**src/rtl/i2c_pkg.sv**
```systemverilog
// Shared types and constants for the I2C master controller.
package i2c_pkg;

  typedef enum logic [3:0] {
    IDLE,
    START,
    ADDR,
    ADDR_ACK,
    WDATA,
    WACK,
    RDATA,
    RACK,
    STOP
  } i2c_state_t;

  localparam logic [1:0] Q0 = 2'd0;
  localparam logic [1:0] Q1 = 2'd1;
  localparam logic [1:0] Q2 = 2'd2;
  localparam logic [1:0] Q3 = 2'd3;

  localparam logic I2C_WRITE = 1'b0;
  localparam logic I2C_READ  = 1'b1;

endpackage

```
**src/rtl/i2c_qtr_tick.sv**
```systemverilog
// SCL quarter-period divider: DIV cycles per quarter, four quarters per bit.
// While stall is high the divider freezes in place (used for clock stretching).
module i2c_qtr_tick
  import i2c_pkg::*;
#(
  parameter int DIV = 125
) (
  input  logic       system_clock,
  input  logic       reset_n,
  input  logic       run,
  input  logic       stall,
  output logic       tick,
  output logic       qstart,
  output logic [1:0] phase
);

  localparam int QW = $clog2(DIV);
  localparam logic [QW-1:0] LAST = QW'(DIV - 1);

  logic [QW-1:0] cnt;

  assign qstart = (cnt == '0);
  assign tick   = run && !stall && (cnt == LAST);

  // Parked at q0/count 0 while idle so a new command starts on a clean bit boundary.
  always_ff @(posedge system_clock or negedge reset_n) begin
    if (!reset_n) begin
      cnt   <= '0;
      phase <= Q0;
    end else if (!run) begin
      cnt   <= '0;
      phase <= Q0;
    end else if (!stall) begin
      if (cnt == LAST) begin
        cnt   <= '0;
        phase <= phase + 2'd1;
      end else begin
        cnt <= cnt + 1'b1;
      end
    end
  end

endmodule

```
**src/rtl/i2c_master_ctrl.sv**
```systemverilog
// Byte-level I2C master: START, address, data bytes with ACK/NACK, STOP.
// Define I2C_CLK_STRETCH_EN to honour slave clock stretching on scl_i.
module i2c_master_ctrl
  import i2c_pkg::*;
#(
  parameter int DIV = 125
) (
  input  logic       system_clock,
  input  logic       reset_n,
  input  logic       cmd_valid,
  output logic       cmd_ready,
  input  logic [6:0] cmd_addr,
  input  logic       cmd_rw,
  input  logic [3:0] cmd_len,
  input  logic [7:0] wr_data,
  output logic       wr_ready,
  output logic [7:0] rd_data,
  output logic       rd_valid,
  output logic       busy,
  output logic       done,
  output logic       nack,
  output logic       scl_o,
  output logic       sda_o,
  input  logic       scl_i,
  input  logic       sda_i
);

  i2c_state_t state, state_next;

  logic       tick;
  logic       qstart;
  logic [1:0] phase;
  logic       stall;
  logic       bit_end;
  logic       sample;
  logic       scl_bit;
  logic       accept;

  logic       rw;
  logic [3:0] byte_cnt;
  logic [2:0] bit_cnt;
  logic [7:0] shift;
  logic       ack_bit;

`ifdef I2C_CLK_STRETCH_EN
  assign stall = (state != IDLE) && (phase == Q2) && qstart && !scl_i;
`else
  logic unused_scl_i;
  assign unused_scl_i = scl_i;
  assign stall        = 1'b0;
`endif

  i2c_qtr_tick #(.DIV(DIV)) u_tick (
    .system_clock(system_clock),
    .reset_n     (reset_n),
    .run         (state != IDLE),
    .stall       (stall),
    .tick        (tick),
    .qstart      (qstart),
    .phase       (phase)
  );

  assign bit_end   = tick && (phase == Q3);
  assign sample    = (state != IDLE) && (phase == Q3) && qstart;
  assign scl_bit   = (phase == Q2) || (phase == Q3);
  assign cmd_ready = (state == IDLE);
  assign busy      = (state != IDLE);
  assign accept    = cmd_valid && cmd_ready;
  assign wr_ready  = (state == WDATA) && (phase == Q0) && qstart && (bit_cnt == 3'd7);

  always_ff @(posedge system_clock or negedge reset_n) begin
    if (!reset_n) state <= IDLE;
    else          state <= state_next;
  end

  always_comb begin
    state_next = state;
    scl_o      = 1'b1;
    sda_o      = 1'b1;
    case (state)
      IDLE: if (cmd_valid) state_next = START;
      START: begin
        sda_o = (phase == Q0) || (phase == Q1);
        if (bit_end) state_next = ADDR;
      end
      ADDR: begin
        scl_o = scl_bit;
        sda_o = shift[bit_cnt];
        if (bit_end && bit_cnt == 3'd0) state_next = ADDR_ACK;
      end
      ADDR_ACK: begin
        scl_o = scl_bit;
        if (bit_end) begin
          if (ack_bit || byte_cnt == 4'd0) state_next = STOP;
          else if (rw == I2C_READ)         state_next = RDATA;
          else                             state_next = WDATA;
        end
      end
      WDATA: begin
        scl_o = scl_bit;
        // The new byte is still on wr_data during its consume cycle.
        sda_o = wr_ready ? wr_data[7] : shift[bit_cnt];
        if (bit_end && bit_cnt == 3'd0) state_next = WACK;
      end
      WACK: begin
        scl_o = scl_bit;
        if (bit_end) state_next = (ack_bit || byte_cnt == 4'd1) ? STOP : WDATA;
      end
      RDATA: begin
        scl_o = scl_bit;
        if (bit_end && bit_cnt == 3'd0) state_next = RACK;
      end
      RACK: begin
        scl_o = scl_bit;
        sda_o = (byte_cnt == 4'd1);
        if (bit_end) state_next = (byte_cnt == 4'd1) ? STOP : RDATA;
      end
      STOP: begin
        scl_o = (phase != Q0);
        sda_o = (phase == Q3);
        if (bit_end) state_next = IDLE;
      end
      default: state_next = IDLE;
    endcase
  end

  // bit_cnt wraps 0 -> 7 at each byte end, so it is already 7 for the next byte.
  always_ff @(posedge system_clock or negedge reset_n) begin
    if (!reset_n) begin
      rw       <= I2C_WRITE;
      byte_cnt <= '0;
      bit_cnt  <= '0;
      shift    <= '0;
      ack_bit  <= 1'b1;
      nack     <= 1'b0;
      done     <= 1'b0;
      rd_valid <= 1'b0;
      rd_data  <= '0;
    end else begin
      done     <= 1'b0;
      rd_valid <= 1'b0;
      if (accept) begin
        rw       <= cmd_rw;
        byte_cnt <= cmd_len;
        shift    <= {cmd_addr, cmd_rw};
        bit_cnt  <= 3'd7;
        nack     <= 1'b0;
      end
      if (sample) ack_bit <= sda_i;
      if (wr_ready) shift <= wr_data;
      if (state == RDATA && sample) begin
        shift <= {shift[6:0], sda_i};
        if (bit_cnt == 3'd0) begin
          rd_valid <= 1'b1;
          rd_data  <= {shift[6:0], sda_i};
        end
      end
      if (bit_end) begin
        case (state)
          ADDR, WDATA, RDATA: bit_cnt <= bit_cnt - 3'd1;
          ADDR_ACK: if (ack_bit) nack <= 1'b1;
          WACK: begin
            if (ack_bit) nack     <= 1'b1;
            else         byte_cnt <= byte_cnt - 4'd1;
          end
          RACK: byte_cnt <= byte_cnt - 4'd1;
          STOP: done <= 1'b1;
          default: ;
        endcase
      end
    end
  end

endmodule

```
**config.mk**
```make
export PLATFORM = sky130hd
export DESIGN_NAME = i2c_master_ctrl
export DESIGN_NICKNAME = d
export VERILOG_FILES = /design/src/rtl/i2c_pkg.sv /design/src/rtl/i2c_qtr_tick.sv /design/src/rtl/i2c_master_ctrl.sv
export SDC_FILE = /design/constraint.sdc
export NUM_CORES = 1
export LEC_CHECK = 0
export ABC_AREA = 1
export CORE_MARGIN = 2
export CORE_UTILIZATION = 54
export CTS_BUF_LIST = sky130_fd_sc_hd__clkbuf_16
export CTS_CLUSTER_DIAMETER = 40
export DETAILED_ROUTE_END_ITERATION = 6
export PLACE_DENSITY = 0.86
export SYNTH_ARGS = -nofsm -noshare
export SYNTH_HDL_FRONTEND = slang
export SYNTH_SLANG_ARGS = --single-unit
```
**constraint.sdc**
```tcl
create_clock -name system_clock -period 2.6 [get_ports system_clock]
set_input_delay 0.65 -clock system_clock [delete_from_list [all_inputs] [get_ports system_clock]]
set_output_delay 0.65 -clock system_clock [all_outputs]
set_load 0.05 [all_outputs]
```
======== After elaboration in Yosys (flattened, before gate mapping) ========
Cells that the tools add are included.
operators by class
  $add $sub $neg .......................... 4
  magnitude comparators ................... 1
  equality and inequality tests ........... 24
  mux-type cells .......................... 41
  reduce and logical (&&, ||, !) cells .... 27
operator list
  operator                                                     count
  two-way mux 4 bit                                            15
  one-hot mux 4 bit (9 select lines)                           1
  two-way mux 8 bit                                            3
  inequality test 2 bit (second input constant)                9
  equality test 4 x 3 -> 1 bit (second input constant)         4
  two-way mux 7 bit                                            2
  logical AND 1 bit                                            10
  two-way mux 1 bit                                            10
  two-way mux 3 bit                                            3
  AND reduction 9 bit                                          1
  equality test 4 x 1 -> 1 bit (second input constant)         2
  equality test 4 x 2 -> 1 bit (second input constant)         2
  logical NOT 4 bit                                            2
  one-hot mux 4 bit (2 select lines)                           1
  adder 7 x 1 -> 7 bit (second input constant)                 1
  equality test 7 bit (second input constant)                  1
  logical NOT 7 bit                                            1
  two-way mux 2 bit                                            3
  OR reduction 6 bit                                           1
  one-hot mux 1 bit (5 select lines)                           1
  equality test 2 bit (second input constant)                  2
  equality test 4 bit (second input constant)                  1
  logical OR 1 bit                                             4
  less-than comparator 3 x 4 -> 1 bit (second input constant)  1
  16 further kinds                                             16
word-level totals
  flip-flop bits (word level) ............. 41
  logic and storage cells ................. 109

======== Longest topological paths before layout ========
Gate-level depths: netlist (run 1).
  depth after elaboration ................. 6
  depth in mapped cells ................... 11

======== Hierarchy ========
From an unflattened synthesis (run 1), not the netlist that was laid out.
unflattened totals
  cells, all modules ...................... 364
  area total of the unflattened synthesis .. 2723.9 um2
by module, submodules not included
  module           times used  cells an instance  area an instance (um2)
  i2c_master_ctrl  1           284                2125.8
  i2c_qtr_tick     1           80                 598.1

======== Worst setup path before layout (run 1) ========
Ideal clock, no wire load.
  path kind ............................... reg2out
  start point ............................. reg u_tick.phase[0]
  end point ............................... out sda_o
  data arrival time ....................... 1.695 ns
  required time ........................... 1.950 ns
  setup slack ............................. 0.255 ns
  cell stages (with the launch flop) ...... 11
  cell sequence ........................... dfrtp_1 inv_1 ha_1 nand3_1 nor2_8 nand2_2 buf_6 nand3_1 nand2_1 nand2_1 nand2_1
on the way
  cells in the longest elaborated chain, start to end .. 6
RTL lines
  element                                 line                                          text
  start: declaration                      i2c_qtr_tick.sv:14                            output logic [1:0] phase
  start signal: assignment                i2c_qtr_tick.sv:36                            phase <= phase + 2'd1;
  logical NOT 2 bit                       i2c_master_ctrl.sv:69, i2c_master_ctrl.sv:83
  logical AND 1 bit (3 in a row)          i2c_master_ctrl.sv:69                         assign wr_ready = (state == WDATA) && (phase == Q0) && qstart && (bit_cnt == 3'd7);
  two-way mux 1 bit                       i2c_master_ctrl.sv:102                        sda_o = wr_ready ? wr_data[7] : shift[bit_cnt];
  one-hot mux 1 bit (5 select lines) (*)  i2c_master_ctrl.sv:80                         case (state)
  end: declaration                        i2c_master_ctrl.sv:23                         output logic sda_o,
Mark *: on every way between the ends. The rest lies on a longest branch, timed or not.

======== Worst setup path in the final report (run 1) ========
  start point ............................. reg u_tick.phase[1]
  end point ............................... out wr_ready
on the way
  cells in the longest elaborated chain, start to end .. 4
RTL lines
  element                         line                   text
  logical NOT 2 bit               i2c_master_ctrl.sv:69
  logical AND 1 bit (3 in a row)  i2c_master_ctrl.sv:69
  end: declaration                i2c_master_ctrl.sv:16  output logic wr_ready,
Every way passes these cells.

==> results.tsv, run 1 <==
metric	value	unit
outcome	finished clean	
Finished Cell Area	0.00324	mm2
kind of critical path	flop to output port	
layout cells sized above 1	0.129	
die width	73.9	um
Nets	424	
largest net degree at the start of global routing	22	
Syn. warnings	0	
Avg Cell Area, Syn	7.62	um2
sequential-to-total area share from yosys stat	0.389	
setup bufs post-CTS	0	
relative slew slack	0.666	
EDFF count, synth	0	
vias in the first global route	2215	
worst hold slack	0.318	ns
Worst VDD drop	0.000271	V
Worst Path Required	1.95	ns
Syn Inst Count	346	
dpl ws	0.272	ns
H-tree levels	2	
Slew Limit Fails	0	
core area	0.00472	mm2
R2R setup slack	0.73	ns
fillers	393	
Routed WL	5600	um
initial antenna violation count	0	
worst-margin pin slew	0.499	ns
Final Hold Vio Count	0	
post-DP HPWL	4350	um
cts bufs inserted	5	
Top FF cell, synth	dfrtp_1	
Sink Count	41	
Area Growth Syn to Fin	22.9	%
RSZ-0062 raised after global routing	no	
CTS tree	done	
via/cell ratio	5.15	
Async S/R FF share, synth	1.00	
PD cells	423	mW/mm2
critical path fanouts, max	11	
fin worst setup slack	0.128	ns
Starting Density	0.558	
Routability Congestion	0.879	
Final min period	2.47	ns
Iteration-0 DRC Markers	156	
commonest non-fill, non-tap cell in the layout	nand2_1	
Die Height	73.9	um
Remaining DRCs	0	
total iterations of the first detailed-routing run	5	
Hold Buf Count CTS	0	
row count	25	
Critical Path AT	1.82	ns
Clock Skew	0.00231	ns
Antenna diodes	0	
syn_nets	382	
Yosys cell types	36	
Peak Freq	405	MHz
startpoint types	flop	
Post-DP Area	0.00307	mm2
Total GRT Usage	0.235	
Layout Utilization	0.686	
max-cap violation count	0	
Synth area leaders	dfrtp_1, nand2_1, nand3_1	
DIE AREA	0.00546	mm2
Leak Pwr	1.68	nW
Longest Clk Path Bufs	2	
post-synth top area cell	dfrtp_1	
io pins	41	
endpoint class of the critical path	output port	
final setup fails	0	
Synth Cell Area	0.00264	mm2
first-pass GRT wire length	9880	um
Sum Neg Setup Slack	0	ns
via count	2342	
clk root buf	clkbuf_16	
Hold/Removal Path Class	input port to asynchronous set/reset pin	
grt total ovfl	0	
share of the synthesized area in the top cell type	0.380	
most frequent cells in the layout	nand2_1, nand3_1, inv_1	
ANT nets after route	0	
CTS clk-pin slew, worst paths	0.06	ns
Synth Register Bits	41	
Final Cycle Share	0.951	
IO Port Bufs	39	
clock latency on the worst-skew pair	0.28	ns
Avg WL per Cell	12.3	um
layer usage:
| layer | routed length [um] | vias up | GRT usage |
|---|---|---|---|
| li1 | - | 1182 | - |
| met1 | 2530 | 1105 | 0.305 |
| met2 | 2830 | 50 | 0.402 |
| met3 | 182 | 5 | 0.0425 |
| met4 | 53 | 0 | 0.0667 |
| met5 | 0 | - | 0 |
worst max-delay path: stages (launching register included):
cell     delay (ns)
dfrtp_1        0.39
inv_1          0.11
ha_2           0.22
nand3_2        0.13
nor2_8         0.17
nand2_2        0.07
buf_4          0.18
inv_1          0.11
buf_12         0.14
state kept, by name, indices dropped and copies added (netlist names):
name and count:
shift 8, nack 1, ack_bit 1, state 4
rd_data 8, rd_valid 1, done 1, u_tick.cnt 7
rw 1, byte_cnt 4, u_tick.phase 2, bit_cnt 3
layout make-up:
cell class,count,area (um2),area share
clock buffer,5,125,0.0386
tap,67,83.8,0.0259
multi-input combinational,250,1370,0.422
inverter,49,194,0.0598
sequential,41,1030,0.317
clock inverter,2,35.0,0.0108
timing repair buffer,41,409,0.126
path summary, 6_finish.rpt:
check | startpoint | endpoint | depth (start not counted)
max in group asynchronous | reset_n | ack_bit | 2
worst max register to register | bit_cnt[0] | state[2] | 9
min in group system_clock | rd_data[0] | rd_data[0] | 2
worst min-delay path | reset_n | state[0] | 1
worst max-delay path | u_tick.phase[1] | wr_ready | 8
worst min register to register | rd_data[0] | rd_data[0] | 2
cells in the mapped netlist, types with 3 or more instances:
cell type  number
nand2_1        94
nor2_2          3
nor3_1          4
inv_1          43
dfrtp_1        40
o21ai_0         7
nor2_1         34
nand3_1        49
o21ai_2         8
inv_2           4
nand2_2         4
o21ai_1         5
o211ai_1        4
nor2_4          3
ha_1           11
a21oi_1         6
stage by stage:
| stage | power, mW | std cells |
|---|---|---|
| finish | 1.37 | 455 |
| global route | 1.41 | 455 |
| CTS | 1.38 | 455 |
| detailed placement | 0.705 | 448 |
| global placement | 0.705 | 448 |
| floorplan | 0.655 | 346 |
where the power goes:
part / internal, mW / switching [mW]
registers: 0.638 / 0
logic: 0.0326 / 0.0213
clock network: 0.445 / 0.235
timing repair:
action                                  in CTS  in global routing
gates resized for setup                      2                  3
endpoints found under the setup margin       2                  3
pin swaps                                    0                  1
cells by family after synthesis:
logic type	synth area share
adders and majority gates	0.0522
buffers and inverters	0.0949
AOI/OAI and AO/OA	0.0840
xor gates and xnor gates	0.0133
DFF	0.389
and+or+nand+nor	0.362
muxes	0.00427
Power figures use the tool's default switching activity.
==> run 2: changes to the inputs <==
--- a/config.mk
+++ b/config.mk
@@ -11,7 +11,7 @@
 export CTS_BUF_LIST = sky130_fd_sc_hd__clkbuf_16
 export CTS_CLUSTER_DIAMETER = 40
 export DETAILED_ROUTE_END_ITERATION = 6
-export PLACE_DENSITY = 0.86
+export PLACE_DENSITY_LB_ADDON = 0.2
 export SYNTH_ARGS = -nofsm -noshare
 export SYNTH_HDL_FRONTEND = slang
 export SYNTH_SLANG_ARGS = --single-unit
==> run 2 against run 1 <==
Count of clock-buffer cells in the layout did not move. Combinational power hardly changed. Clock power up 2%. Setup slack got worse by 0.039 ns. Critical endpoint is now sda_o. Hold slack worse by 0.076 ns. Total power rose by 0.92%.
==> results.tsv, run 2 (synthesized netlist as in run 1, its figures left out) <==
metric	value	unit	change
Die Height	73.9	um	unchanged
Reg power frac	0.461		-0.004
layout cells sized above 1	0.126		-0.00322
core area	0.00472	mm2	unchanged
most frequent cells in the layout	nand2_1, nand3_1, inv_1		
DIE AREA	0.00546	mm2	unchanged
switching share of total power	0.194		+0.00684
Leak Pwr	1.69	nW	+0.51%
Worst Path Required	1.95	ns	about the same
via/cell ratio	5.19		+0.92%
Routability Congestion	1.03		+17%
Worst Path Buf+Inv	2		-2
Logic pwr share	0.039		about the same
metal2 WL	2810	um	-0.81%
register area	0.00103	mm2	+0.12%
CP peak stage delay	0.40	ns	about the same
Final min period	2.51	ns	+0.0387 ns
Remaining DRCs	0		unchanged
CP delay by family, top	simple AND/OR/NAND/NOR gates		
cts bufs inserted	5		unchanged
CP cell instances	inv_1, ha_1, nand3_2, nor2_8, nand3_1, nand2_1, nand2_1, nand2_1, buf_4		
via count	2374		+1.4%
Antenna diodes	0		unchanged
Total GRT Usage	0.230		-0.00546
Sum Neg Setup Slack	0	ns	unchanged
PD cells	427	mW/mm2	+0.76%
routed wl met3	289	um	+59%
Clock Skew	0.00417	ns	+0.00186 ns
outcome	finished clean		
row count	25		unchanged
area of the multi-input gates	0.00137	mm2	-0.18%
Final Cycle Share	0.965		+0.0149
H-tree levels	2		unchanged
Worst VDD drop	0.000256	V	-5.3%
Final Hold Vio Count	0		unchanged
largest registers	rd_data: 8 flops, shift: 8 flops, u_tick.cnt: 7 flops		
Starting Density	0.558		unchanged
initial antenna violation count	0		unchanged
final setup fails	0		unchanged
clock latency on the worst-skew pair	0.28	ns	about the same
power share of the clock group	0.500		+0.004
Avg WL per Cell	12.5	um	+1.6%
Peak Freq	398	MHz	-1.5%
Cell Int Power	1.12	mW	about the same
clk root buf	clkbuf_16		
Slowest cell on crit path	dfrtp_1		
vias in the first global route	2180		-1.6%
first-pass GRT wire length	9560	um	-3.2%
die width	73.9	um	unchanged
worst-margin pin slew	0.496	ns	-0.00261 ns
fillers	404		+2.8%
relative slew slack	0.669		+0.00224
met1 wire length	2470	um	-2.5%
Nets	425		+0.24%
Slew Limit Fails	0		unchanged
endpoint class of the critical path	output port		
post-DP HPWL	4210	um	-3.3%
grt total ovfl	0		unchanged
CTS clk-pin slew, worst paths	0.06	ns	about the same
max-cap violation count	0		unchanged
Critical Path AT	1.86	ns	+0.04 ns
CTS tree	done		
io pins	41		unchanged
Iteration-0 DRC Markers	132		-15%
uppermost layer routed	met4		
Longest Clk Path Bufs	2		unchanged
Area Growth Syn to Fin	23.1	%	
total iterations of the first detailed-routing run	4		-1
Sink Count	41		unchanged
switching power	0.269	mW	+4.6%
critical path fanouts, max	4		-7
largest net degree at the start of global routing	30		+36%
Crit path top cell by count	nand2_1		
worst hold slack	0.242	ns	-0.0759 ns
commonest non-fill, non-tap cell in the layout	nand2_1		
Hold/Removal Path Class	input port to asynchronous set/reset pin		
Hold Buf Count CTS	0		unchanged
startpoint types	flop		
ANT nets after route	0		unchanged
Routed WL	5720	um	+2.1%
kind of critical path	flop to output port		
IO Port Bufs	39		unchanged
==> run 2: final timing paths <==
check                           startpoint           to  slack (ns)  depth (start not counted)
min                                reset_n  byte_cnt[3]        0.24                          1
max reg2reg                     bit_cnt[0]     state[1]        0.82                          9
max                        u_tick.phase[0]        sda_o        0.09                          9
min in group system_clock       rd_data[0]   rd_data[0]        0.48                          2
min reg2reg                     rd_data[0]   rd_data[0]        0.48                          2
max in group asynchronous          reset_n      ack_bit        1.65                          2
==> run 2: cell type report <==
class	instances	area share
multi-input combinational	250	0.420
tap	67	0.0258
sequential	41	0.317
clock buffer	5	0.0385
inverter	49	0.0597
clock inverter	3	0.0116
timing repair buffer	42	0.127
==> run 2: worst reg2reg max path, delay by kind of cell (launching register included) <==
kind / cells / cell delay, ns
flops: 1 / 0.43
buf+inv: 2 / 0.24
simple gates: 6 / 0.83
fa+ha+maj: 1 / 0.18
==> run 2: power by group through the flow <==
| stage | combinational, mW | sequential, mW | clock (mW) |
|---|---|---|---|
| after floorplan | 0.00531 | 0.650 | 0 |
| after detailed placement | 0.0552 | 0.650 | 0 |
| after global routing | 0.0606 | 0.638 | 0.725 |
| after CTS | 0.0553 | 0.638 | 0.699 |
| final | 0.0540 | 0.638 | 0.693 |
| after global placement | 0.0549 | 0.650 | 0 |
==> run 2: what timing repair did <==
item                                    4_1_cts  5_1_grt
gates resized for setup                       0        3
pin swaps                                     1        1
cloned                                        0        0
setup buffers                                 0        1
endpoints found under the setup margin        1        3
==> run 2: metrics by stage <==
stage               setup WS, ns  power, mW  cells  instance area (um2)   util
floorplan                  0.255      0.655    346                 2640      -
global route            -0.00171       1.42    457                 3250  0.687
CTS                       0.0108       1.39    456                 3230  0.684
global placement           0.328      0.705    448                 3070  0.650
finish                    0.0897       1.39    457                 3250  0.687
detailed placement         0.306      0.705    448                 3070  0.650
==> run 2: layer usage <==
layer,track usage,vias to the layer above
li1,-,1182
met1,0.289,1100
met2,0.385,76
met3,0.0508,16
met4,0.0869,0
met5,0,-
